`src/rtl/div_seq_nbit.sv`:
```
// Sequential unsigned radix-2 restoring divider: one quotient bit per clock,
// with a Start/Busy/Done handshake and divide-by-zero / fractional flags.
module div_seq_nbit #(
    parameter int WIDTH = 4
) (
    input  logic             clk,
    input  logic             rst_n,
    input  logic             Start,
    input  logic [WIDTH-1:0] A,
    input  logic [WIDTH-1:0] B,
    output logic             Busy,
    output logic             Done,
    output logic [WIDTH-1:0] Quotient,
    output logic [WIDTH-1:0] Remainder,
    output logic             Error,
    output logic             Fractional
);

    localparam int CW = (WIDTH > 1) ? $clog2(WIDTH) : 1;

    typedef enum logic [1:0] {IDLE, CALC, DONE} state_t;

    state_t           state, state_next;
    logic [WIDTH-1:0] dvd, dvs, rem, quo;
    logic [CW-1:0]    cnt;
    logic [WIDTH:0]   r_shift, r_diff;
    logic             fit;
    logic [WIDTH-1:0] rem_step, quo_step;

    // One restoring step; rem < dvs keeps r_shift < 2*dvs, so both outcomes fit WIDTH bits.
    always_comb begin
        r_shift       = {rem, dvd[cnt]};
        r_diff        = r_shift - {1'b0, dvs};
        fit           = (r_shift >= {1'b0, dvs});
        rem_step      = fit ? r_diff[WIDTH-1:0] : r_shift[WIDTH-1:0];
        quo_step      = quo;
        quo_step[cnt] = fit;
    end

    always_ff @(posedge clk or negedge rst_n) begin
        if (!rst_n) state <= IDLE;
        else        state <= state_next;
    end

    always_comb begin
        state_next = state;
        Busy       = 1'b0;
        Done       = 1'b0;
        case (state)
            IDLE, DONE: begin
                Done = (state == DONE);
                if (Start) state_next = (B == '0) ? DONE : CALC;
                else       state_next = IDLE;
            end
            CALC: begin
                Busy = 1'b1;
                if (cnt == '0) state_next = DONE;
            end
            default: state_next = IDLE;
        endcase
    end

    always_ff @(posedge clk or negedge rst_n) begin
        if (!rst_n) begin
            dvd        <= '0;
            dvs        <= '0;
            rem        <= '0;
            quo        <= '0;
            cnt        <= '0;
            Quotient   <= '0;
            Remainder  <= '0;
            Error      <= 1'b0;
            Fractional <= 1'b0;
        end else begin
            case (state)
                IDLE, DONE: begin
                    if (Start) begin
                        if (B != '0) begin
                            dvd <= A;
                            dvs <= B;
                            rem <= '0;
                            quo <= '0;
                            cnt <= CW'(WIDTH - 1);
                        end else begin
                            Quotient   <= '0;
                            Remainder  <= '0;
                            Error      <= 1'b1;
                            Fractional <= 1'b0;
                        end
                    end
                end
                CALC: begin
                    rem <= rem_step;
                    quo <= quo_step;
                    if (cnt == '0) begin
                        Quotient   <= quo_step;
                        Remainder  <= rem_step;
                        Error      <= 1'b0;
                        Fractional <= |rem_step;
                    end else begin
                        cnt <= cnt - CW'(1);
                    end
                end
                default: ;
            endcase
        end
    end

endmodule

```
`config.mk`:
```
export PLATFORM = sky130hd
export DESIGN_NAME = div_seq_nbit
export DESIGN_NICKNAME = d
export VERILOG_FILES = /design/src/rtl/div_seq_nbit.sv
export SDC_FILE = /design/constraint.sdc
export NUM_CORES = 1
export LEC_CHECK = 0
export CAP_MARGIN = 20
export CORE_ASPECT_RATIO = 0.75
export CORE_MARGIN = 3
export CORE_UTILIZATION = 45
export DETAILED_ROUTE_END_ITERATION = 12
export GPL_ROUTABILITY_DRIVEN = 0
export PLACE_DENSITY = 0.79
export SETUP_SLACK_MARGIN = 0.4
export SLEW_MARGIN = 20
export SYNTH_ARGS = -nofsm -noshare
export SYNTH_HDL_FRONTEND = slang
export SYNTH_SLANG_ARGS = --single-unit
```
`constraint.sdc`:
```
create_clock -name clk -period 4.4 [get_ports clk]
set_input_delay 0.44 -clock clk [delete_from_list [all_inputs] [get_ports clk]]
set_output_delay 0.44 -clock clk [all_outputs]
set_load 0.02 [all_outputs]
```
==> flow_summary.ini, run 1 <==
[timing]
finalHoldViolCount = 0
setup-violations-final = 0
final-max-slew-violation-count = 0
relSlewSlack_pct = 39.5
setup_slack_ns = 1.62
final.min_clock_period_ns = 2.78
hold-worst-slack_ns = 0.480
grt_setup_unrepaired = false
setup-tns-final_ns = 0
max_freq_ghz = 0.360
clock_skew_ns = 0.00393
worstMarginPinSlew_ns = 0.903
timing.final.crit_share_pct = 63.1

[worst_setup_path]
cp_data_arrival_time_ns = 2.92
timing.critical_path.to_type = flop
required_time_reported_for_the_critical_path_endpoint_ns = 4.55
crit_path_start_kind = flop
crit_fanout = 6
path_class = reg2reg

[route]
vias = 1149
wl_per_cell_um = 14.8
antenna_violating_nets_post_route = 0
detailedRoute.firstPassIterationCount = 4
drt-vias-per-instance = 5.52
drt_iter0_markers = 61
drc_errors = 0
finalWirelength_um = 3090

[logic_synthesis]
yosysWarningCount = 0
yosysSeqAreaShare_pct = 48.2
syn-cell-area_um2 = 1510
synthDistinctLibCells = 39
synth.top_cells.by_area = dfrtp_1 48%, ha_1 6.7%, mux2i_1 4.7%, o21ai_0 4.7%, mux2_2 4.5%
post_synth.cell_area_avg_um2 = 10.5
yosys_register_bits = 29
synthDominantAreaCellType = dfrtp_1
ys_dominant_reg_cell = dfrtp_1
netlist.area_leader.share_pct = 48.2
synth_edf_count = 0
synthesized_net_count = 163
synth-async-reset-ratio_pct = 100
postSynthCellCount = 143

[global_routing]
global_route.usage.met3_pct = 5.96
antenna_found_initial = 0
use_met2_pct = 25.6
globalRouteOverflowTotal = 0
first_pass_grt_wire_length_um = 5260
number_of_global_route_vias_before_repair = 1198
aggregate_global_route_resource_usage_pct = 17.1
grt_most_used_layer = met2
largest_net_degree_at_the_start_of_global_routing = 30
globalRouteMet1Util_pct = 21.5

[power_and_ir_drop]
vdd_ir_drop_max_v = 0.000350
power_leakage_uw = 0.000840
p_per_area_nw_per_um2 = 895

[run_status]
outcome = complete, no violations

[final_layout]
num-nets-final = 189
drive_above_1_share_pct = 14.7
stdcell_area_um2 = 1870
number_of_fill_cells = 258
layout_common_cells = 29 x dfrtp_1, 22 x clkdlybuf4s50_1, 14 x nand2_1, 14 x o21ai_0
area_grow_syn2layout_pct = 24.0
layout.cells.most_common = dfrtp_1
antennaDiodeCount = 0
final_cells = 208

[clock_network]
post_cts.repair.setup_buffers = 0
post_cts_resized = 0
numCtsBuffers = 5
clock_path_buffers = 2
clock-root-buffer = clkbuf_8
cts.hold.buffers_added = 0
cts.reportedPaths.clkPinSlew_ns = 0.06
ctsHtreeMaxLevel = 2
cts.sink_count = 29
insertion_delay_ns = 0.28
tritoncts = built

[die]
start_util_pct = 49.1
placeableCoreArea_um2 = 3060
fp.dieW_um = 72.8
die-height_um = 56.1
die-area_um2 = 4080
number_of_cell_rows = 17
ioPinCount = 23

[job]
max_cap_viols = 0

[placed_design]
hpwlAfterDp_um = 2340
place_inst = 200
port-buffer-count = 22
dp_worst_setup_slack_ns = 1.62
postPlaceCellArea_um2 = 1770

[worst_hold_path]
holdCritPathClass = reg2reg
[cell families (layout without fill, tap and decap cells)]
family	Yosys count	count (layout)	share of synthesized area [%]
XOR/XNOR	1	1	0.582
flip-flops	29	29	48.2
multiplexers	13	13	9.14
buffers and inverters	12	39	2.99
AO/OA/AOI/OAI	36	36	16.1
adder cells (fa/ha/maj)	9	9	7.98
AND/OR/NAND/NOR	43	43	15.0
[final cells by class]
cell class | count | area, µm² | area share (%)
clock buffers | 7 | 96.3 | 5.16
well taps | 38 | 47.5 | 2.55
clock inverters | 1 | 5.00 | 0.268
inverters | 8 | 30.0 | 1.61
repair buffers | 23 | 228 | 12.2
flip-flops and latches | 29 | 726 | 38.9
multi-input cells | 102 | 734 | 39.3
[Yosys cell counts (all sizes together), types with 3 or more instances]
master / number
a22o: 3
nand2: 14
ha: 8
nor3: 3
mux2i: 7
a21oi: 4
dfrtp: 29
inv: 8
clkbuf: 4
nor4: 3
or2: 3
o21ai: 14
nor2: 8
mux2: 6
[power breakdown]
part | total, µW | switching, µW | leakage (µW) | internal (µW)
clock | 240 | 98.7 | 0.0000542 | 141
sequential | 479 | 88.3 | 0.000359 | 391
combinational | 952 | 510 | 0.000427 | 442
[through the flow]
stage          utilization, %  power (µW)
6_report                 60.9        1670
5_1_grt                  60.9        1810
4_1_cts                  60.9        1680
3_5_place_dp             57.6        1440
3_3_place_gp             57.6        1370
2_1_floorplan               -        1160
[path summary, 6_finish.rpt]
check / start / endpoint / slack, ns / cells past startpoint
worst max-delay path: cnt[1] / Fractional / 1.62 / 8
worst min-delay path: Error / Error / 0.48 / 2
worst max register to register: cnt[1] / Fractional / 1.62 / 8
worst min register to register: Error / Error / 0.48 / 2
max in group asynchronous: rst_n / quo[1] / 3.60 / 2
min in group asynchronous: rst_n / Remainder[1] / 0.54 / 2
[metal layers]
layer	vias to the layer above	wire (µm)
met5	-	0
met4	0	65
met3	7	206
met2	32	1290
met1	544	1520
li1	566	-
[sequential cells by signal, summed over array words and instances (netlist names)]
signal and flops:
Error 1, Fractional 1, Quotient 4, Remainder 4, cnt 2, dvd 4
dvs 4, quo 3, rem 4, state 2
[critical path, cell delays in order (launching register included)]
cell      delay (ns)
dfrtp_1         0.45
mux2i_1         0.15
mux2_2          0.28
ha_1            0.22
inv_1           0.08
fa_1            0.42
or4_2           0.67
a211oi_1        0.25
o21ai_0         0.12
(Power assumes the default switching activity.)
==> inputs of run 2 (changes only) <==
Clock period 4.4 ns to 2.8 ns, I/O delays scaled along.
==> run 2 against run 1 <==
Against the previous run: critical path depth unchanged; hold slack got worse by 0.088 ns; core utilization increased by 1.9 points; final cell count increased by 0.96%; first-iteration DRC count decreased by 31%; register-to-register slack got worse by 1.2 ns; non-clock buffer count increased by 2; fmax increased by 16%; count of clock-buffer cells in the layout unchanged; final area increased by 3.1%; largest power group unchanged.
==> flow_summary.ini, run 2 (synthesized netlist as in run 1, its figures left out) <==
[timing]
max_freq_ghz = 0.418
worstMarginPinSlew_ns = 0.931
finalHoldViolCount = 0
final.min_clock_period_ns = 2.39
timing.final.crit_share_pct = 85.4
setup-tns-final_ns = 0
grt_setup_unrepaired = true
relSlewSlack_pct = 37.7
setup-violations-final = 0
clock_skew_ns = 0.00940
hold-worst-slack_ns = 0.392
final-max-slew-violation-count = 0

[global_routing]
antenna_found_initial = 0
number_of_global_route_vias_before_repair = 1234
globalRouteOverflowTotal = 0
first_pass_grt_wire_length_um = 5530
aggregate_global_route_resource_usage_pct = 17.6
largest_net_degree_at_the_start_of_global_routing = 30

[clock_network]
cts.sink_count = 29
numCtsBuffers = 5
ctsHtreeMaxLevel = 2
clock-root-buffer = clkbuf_8
cts.reportedPaths.clkPinSlew_ns = 0.07
clock_path_buffers = 2
tritoncts = built
insertion_delay_ns = 0.28

[final_layout]
layout.cells.most_common = dfrtp_1
antennaDiodeCount = 0
final_cells = 210
num-nets-final = 191
drive_above_1_share_pct = 18.0
finish.utilization_pct = 62.8
area_grow_syn2layout_pct = 27.8
layout_common_cells = 28 x dfrtp_1, 22 x clkdlybuf4s50_1, 14 x nand2_1

[route]
detailedRoute.firstPassIterationCount = 4
drc_errors = 0
vias = 1146
drt_iter0_markers = 42
finalWirelength_um = 3180
drt-vias-per-instance = 5.46
wl_per_cell_um = 15.2
antenna_violating_nets_post_route = 0

[worst_hold_path]
holdCritPathClass = in2async

[die]
start_util_pct = 49.1
die-area_um2 = 4080
die-height_um = 56.1
number_of_cell_rows = 17
fp.dieW_um = 72.8
ioPinCount = 23
placeableCoreArea_um2 = 3060

[placed_design]
hpwlAfterDp_um = 2320
place_inst = 201
port-buffer-count = 22

[worst_setup_path]
setup.reg_to_reg.worst_slack_ns = 0.41
required_time_reported_for_the_critical_path_endpoint_ns = 2.95
cp_data_arrival_time_ns = 2.54
path_class = reg2reg
slowest_stage = or4_4
timing.critical_path.to_type = flop
slowest_delay_ns = 0.49
crit_path_start_kind = flop
crit_fanout = 4
critical_path.cell_chain = mux2i_1 -> mux2_4 -> ha_4 -> inv_2 -> fa_2 -> or4_4 -> a211oi_2 -> o21ai_1

[power_and_ir_drop]
p_per_area_nw_per_um2 = 1470
power_leakage_uw = 0.000859
vdd_ir_drop_max_v = 0.000737
total_power_uw = 2830

[job]
max_cap_viols = 0

[run_status]
outcome = complete, no violations
## run 2: final timing paths
path,start,depth (start not counted),to
worst max-delay path,cnt[1],8,Fractional
worst min-delay path,rst_n,2,quo[3]
worst max register to register,cnt[1],8,Fractional
worst min register to register,Quotient[1],2,Quotient[1]
max in group asynchronous,rst_n,2,cnt[1]
min in group clk,Quotient[1],2,Quotient[1]
## run 2: final cells by class
cell class,instances,area [µm²]
tap,38,47.5
clock buffer,7,86.3
sequential,29,727
timing repair buffer,25,243
multi-input combinational,102,761
clock inverter,1,30.0
fill,261,1140
inverter,8,30.0
## run 2: timing repair
action	CTS	global route
setup endpoints to repair	1	1
pin swaps	3	1
hold buffers	0	0
gates resized for setup	6	0
hold endpoints to repair	0	0
buffers inserted	1	0
## run 2: routing by layer
metal | global-route usage [%] | wire, µm | part of all wire [%]
met1 | 21.6 | 1450 | 46
met2 | 29.4 | 1510 | 48
met4 | 5.79 | 30 | 0.94
met5 | 0 | 0 | 0
met3 | 5.05 | 189 | 5.9
## run 2: worst max-delay path: cells and delay by family, from the launching register on
kind	cells	cell delay [ns]
DFF	1	0.43
adders and majority gates	2	0.59
AOI/OAI and AO/OA	2	0.28
and+or+nand+nor	1	0.49
buffers and inverters	1	0.06
muxes	2	0.42
## run 2: metrics by stage
step	cell area, µm²	setup slack (ns)
2_1_floorplan	1520	0.419
3_3_place_gp	1780	0.371
3_5_place_dp	1780	0.259
4_1_cts	1920	0.371
5_1_grt	1920	0.314
6_report	1920	0.408
## run 2: report_power, final
group | total (µW) | internal, µW | switching (µW)
clock | 440 | 290 | 150
combinational | 1640 | 779 | 856
sequential | 750 | 615 | 135
==> patch 1 (flow settings as in run 2) <==
Set the parameter `WIDTH` to 8 (it was 4).
--- a/src/rtl/div_seq_nbit.sv
+++ b/src/rtl/div_seq_nbit.sv
@@ -1,7 +1,7 @@
 // Sequential unsigned radix-2 restoring divider: one quotient bit per clock,
 // with a Start/Busy/Done handshake and divide-by-zero / fractional flags.
 module div_seq_nbit #(
-    parameter int WIDTH = 4
+    parameter int WIDTH = 8
 ) (
     input  logic             clk,
     input  logic             rst_n,
Interface: changed (resized A, B, Quotient and Remainder); port bits go from 23 to 39. The function was not compared with the original's and may differ.
==> patch 1 against run 2 <==
- the run now ends with setup timing left
- largest cell class unchanged
- via count grew 130%
- final area grew 110%
- first-iteration DRC count grew to 5.4 times the old value
- synthesized area grew 92%
- sequential cell count grew 26
- setup slack lost 0.59 ns
- maximum frequency shrank 20%
- count of clock-buffer cells in the layout shrank 2
- wire length grew 150%
Power is left out: the tool's default activity adds up to more than one toggle a clock period on the data nets, which glitch-free logic cannot reach.
==> patch 1: results (changes against run 2) <==
Finish
  – Fillers: 457 (+75%)
  – Total Nets Final: 394 (+110%)
  – Area of the multi-input gates: 0.001664 sq mm (+120%)

Setup path
  – Critical path data arrival time: 3.19 ns (+0.65 ns)
  – CP max stage cell: dfrtp_2
  – CP max stage delay: 0.46 ns (-0.03 ns)
  – Worst-path maximum fanout: 5 (+1)
  – Critical path's top delay family: compound AO/OA/AOI/OAI gates

Clocking
  – Post-CTS Hold Buffers: 1 (+1)
  – Clock transition at path regs: 0.10 ns (+0.03 ns)
  – Postcts setup bufs: 12 (+11)
  – Worst-skew pair later-pin latency: 0.32 ns (+0.04 ns)

Place
  – Post-DP HPWL: 5.234 mm (+130%)
  – Post-Place Cells: 413 (+110%)
  – Area post-placement: 0.003503 sq mm (+96%)
  – Number of port buffers: 38 (+73%)
  – Pre-CTS setup slack: -0.09275 ns (-0.3517 ns)

Synth
  – Leading cell types by count after synthesis: dfrtp_1 (55), nand2_1 (42), o21ai_0 (37)
  – Mapped Cells: 292 (+100%)
  – Seq/Total Area, Yosys: 0.4756 (-0.006555)
  – Post-Syn Nets: 323 (+98%)
  – Synth area leaders: dfrtp_1 (48%), o21ai_0 (6.4%), nand2_1 (5.4%)

Run status
  – Outcome: complete, but fails checks
  – Violations in the final reports: setup timing

STA
  – Final setup violation count: 16 (+16)
  – Setup WS post-layout: -0.1793 ns (-0.5875 ns)
  – Clk_skew: 0.007765 ns (-0.001636 ns)
  – Total negative slack: -1.748 ns (-1.748 ns)
  – Slew HR: 0.5140 (+0.1374)

Detailed routing
  – Initial DRC Count: 228 (+440%)
  – Wirelength per Cell: 17.90 um (+18%)

GRT
  – First-pass GRT wire length: 12.54 mm (+130%)
  – Total GRT Usage: 0.2152 (+0.03913)
  – Largest net degree at the start of global routing: 31 (+3.3%)
  – Number of global-route vias before repair: 2454 (+99%)
## patch 1: changes by cell type after synthesis, moves of 7 or more
| cell | delta |
|---|---|
| nand2_1 | +28 |
| dfrtp_1 | +26 |
| o21ai_0 | +23 |
| inv_1 | +9 |
| mux2_2 | +7 |
## patch 1: area by class of cell
cell class,instances,area share
Sequential cell,55,0.3376
Tap cell,78,0.02392
Timing Repair Buffer,78,0.1855
Clock inverter,3,0.01073
Clock buffer,5,0.01687
Multi-Input combinational cell,205,0.4079
Inverter,18,0.01748
## patch 1: cell families (layout without fill, tap and decap cells)
logic type,count (synthesis),after routing,share of synthesized area
DFF,55,55,0.4756
adders and majority gates,12,12,0.05447
buffers and inverters,32,104,0.04583
xor gates and xnor gates,5,5,0.01513
muxes,26,26,0.09728
AOI/OAI and AO/OA,78,78,0.1764
and+or+nand+nor,84,84,0.1353
## patch 1: routing by layer
metal | vias up | routed length, um | track usage
met5 | - | 0 | 0
met2 | 100 | 3651 | 0.3423
met4 | 0 | 151 | 0.06818
met1 | 1285 | 3640 | 0.3015
met3 | 24 | 469 | 0.04392
li1 | 1182 | - | -
## patch 1: final timing paths
check | start | endpoint | slack (ns) | cells after the start
setup / recovery | cnt[0]$_DFFE_PN0P_ | Fractional$_DFFE_PN0P_ | -0.18 | 12
hold / removal | rst_n | state[0]$_DFFE_PN0N_ | 0.48 | 2
setup reg to reg | cnt[0]$_DFFE_PN0P_ | Fractional$_DFFE_PN0P_ | -0.18 | 12
hold reg to reg | Remainder[3]$_DFFE_PN0P_ | Remainder[3]$_DFFE_PN0P_ | 0.49 | 2
max in group asynchronous | rst_n | rem[2]$_DFFE_PN0P_ | 1.53 | 3
min in group clk | Remainder[3]$_DFFE_PN0P_ | Remainder[3]$_DFFE_PN0P_ | 0.49 | 2
==> patch 2 (flow settings as in run 2) <==
Without the edit above. Make the reset (`rst_n`) synchronous in 2 clocked blocks.
--- a/src/rtl/div_seq_nbit.sv
+++ b/src/rtl/div_seq_nbit.sv
@@ -37,7 +37,7 @@
         quo_step[cnt] = fit;
     end
 
-    always_ff @(posedge clk or negedge rst_n) begin
+    always_ff @(posedge clk) begin
         if (!rst_n) state <= IDLE;
         else        state <= state_next;
     end
@@ -60,7 +60,7 @@
         endcase
     end
 
-    always_ff @(posedge clk or negedge rst_n) begin
+    always_ff @(posedge clk) begin
         if (!rst_n) begin
             dvd        <= '0;
             dvs        <= '0;
Formal check against the unedited RTL: differs if rst_n is asserted again (counterexample within 4 cycles, from zero or initial values and one cycle with rst_n low); with rst_n held inactive, the same outputs for 10 cycles.
==> patch 2 against run 2 <==
- sequential cell count did not move
- synthesized cell count rose by 15%
- die area fell by 2.5%
- final area fell by 2.9%
- setup slack got worse by 0.060 ns
- wire length rose by 4.8%
- synthesized area fell by 2.7%
Power is not compared: it rests on default switching activity, and its combinational part moved more than twofold at a synthesized area within 25%.
==> patch 2: results (changes against run 2) <==
Run status
  – Outcome: finished, final reports clean

STA
  – Clk_skew: 0.004645 ns (-0.004756 ns)
  – Least-Margin Pin Slew: 0.6890 ns (-0.2420 ns)

GRT
  – Met3 Usage GRT: 0.07636 (+0.02582)
  – First-pass GRT wire length: 5.595 mm (+1.1%)
  – Total GRT Usage: 0.1812 (+0.005206)
  – Number of global-route vias before repair: 1202 (-2.6%)
  – GRT met2 Usage: 0.2840 (-0.01031)
  – Met1 usage: 0.2246 (+0.009005)
  – Largest net degree at the start of global routing: 21 (-30%)

Setup path
  – Critical path data arrival time: 2.62 ns (+0.08 ns)
  – Worst-path maximum fanout: 2 (-2)
  – CP max stage cell: mux4_2
  – CP max stage delay: 0.54 ns (+0.05 ns)
  – Critical path's top delay family: multiplexers

Place
  – Area post-placement: 0.001724 sq mm (-3.3%)
  – Post-Place Cells: 221 (+10%)
  – Post-DP HPWL: 2.508 mm (+7.9%)
  – Pre-CTS setup slack: 0.1451 ns (-0.1138 ns)

Synth
  – Synth Area in Compound Gates: 0.1598 (-0.001434)
  – Post-Syn Nets: 186 (+14%)
  – Leading cell types by count after synthesis: dfxtp_1 (29), nand2_1 (16), nor2_1 (16)
  – Seq/Total Area, Yosys: 0.3966 (-0.08555)
  – Post-synthesis adder-cell area fraction: 0.09060 (+0.01080)
  – Synth area leaders: dfxtp_1 (40%), ha_1 (7.7%), mux2i_1 (6.2%)
  – Xor/xnor share of the synthesized area: 0.01197 (+0.006147)
  – Yosys reg bits: 29 (unchanged)
  – Mapped Cells: 165 (+15%)
  – Top_reg_cell synth: dfxtp_1
  – Synth cell types: 42 (+7.7%)

Finish
  – Fillers: 249 (-4.6%)
  – Inverters: 13 (+5)
  – Final-layout non-clock buffer area share: 0.1339 (+0.007731)
  – Share of cells above drive strength 1: 0.1340 (-0.04621)
  – Total Nets Final: 214 (+12%)
  – Repair and plain buffers: 26 (+4.0%)
  – Area Growth Syn to Fin: 27.69%
  – Fraction of area in registers: 0.3126 (-0.06518)
  – ClkCell Share: 0.06225 (+0.001781)
  – Comb_multi_in: 118 (+16%)
  – Fraction of area in multi-input gates: 0.4391 (+0.04377)

Detailed routing
  – Met2 WL: 1.565 mm (+3.4%)
  – Initial DRC Count: 55 (+31%)
  – Drt total wl: 3.337 mm (+4.8%)
  – Met3 wire len: 191 um (+1.1%)
  – Via-per-instance ratio: 5.328 (-2.4%)
  – M1 WL: 1.556 mm (+7.4%)
  – Wirelength per Cell: 14.38 um (-5.1%)

Min path
  – Hold Path Class: flip-flop to flip-flop

Clocking
  – Postcts setup bufs: 3 (+2)
  – Post-CTS resize count: 0 (-6)
[patch 2: power groups by stage]
stage	Clock, W	Combinational [W]	Sequential [W]
after floorplan	0	0.000177	0.000473
after global placement	0	0.000250	0.000468
after detailed placement	0	0.000259	0.000469
after CTS	0.000451	0.000275	0.000459
after global routing	0.000471	0.000304	0.000461
final	0.000443	0.000278	0.000459
[patch 2: worst paths after layout]
| check | start | to | slack [ns] | depth (start not counted) |
|---|---|---|---|---|
| worst min-delay path | Error$_SDFFE_PN0P_ | Error$_SDFFE_PN0P_ | 0.46 | 2 |
| worst max-delay path | cnt[0]$_SDFFE_PN0P_ | Fractional$_SDFFE_PN0P_ | 0.35 | 9 |
| worst max register to register | cnt[0]$_SDFFE_PN0P_ | Fractional$_SDFFE_PN0P_ | 0.35 | 9 |
| worst min register to register | Error$_SDFFE_PN0P_ | Error$_SDFFE_PN0P_ | 0.46 | 2 |
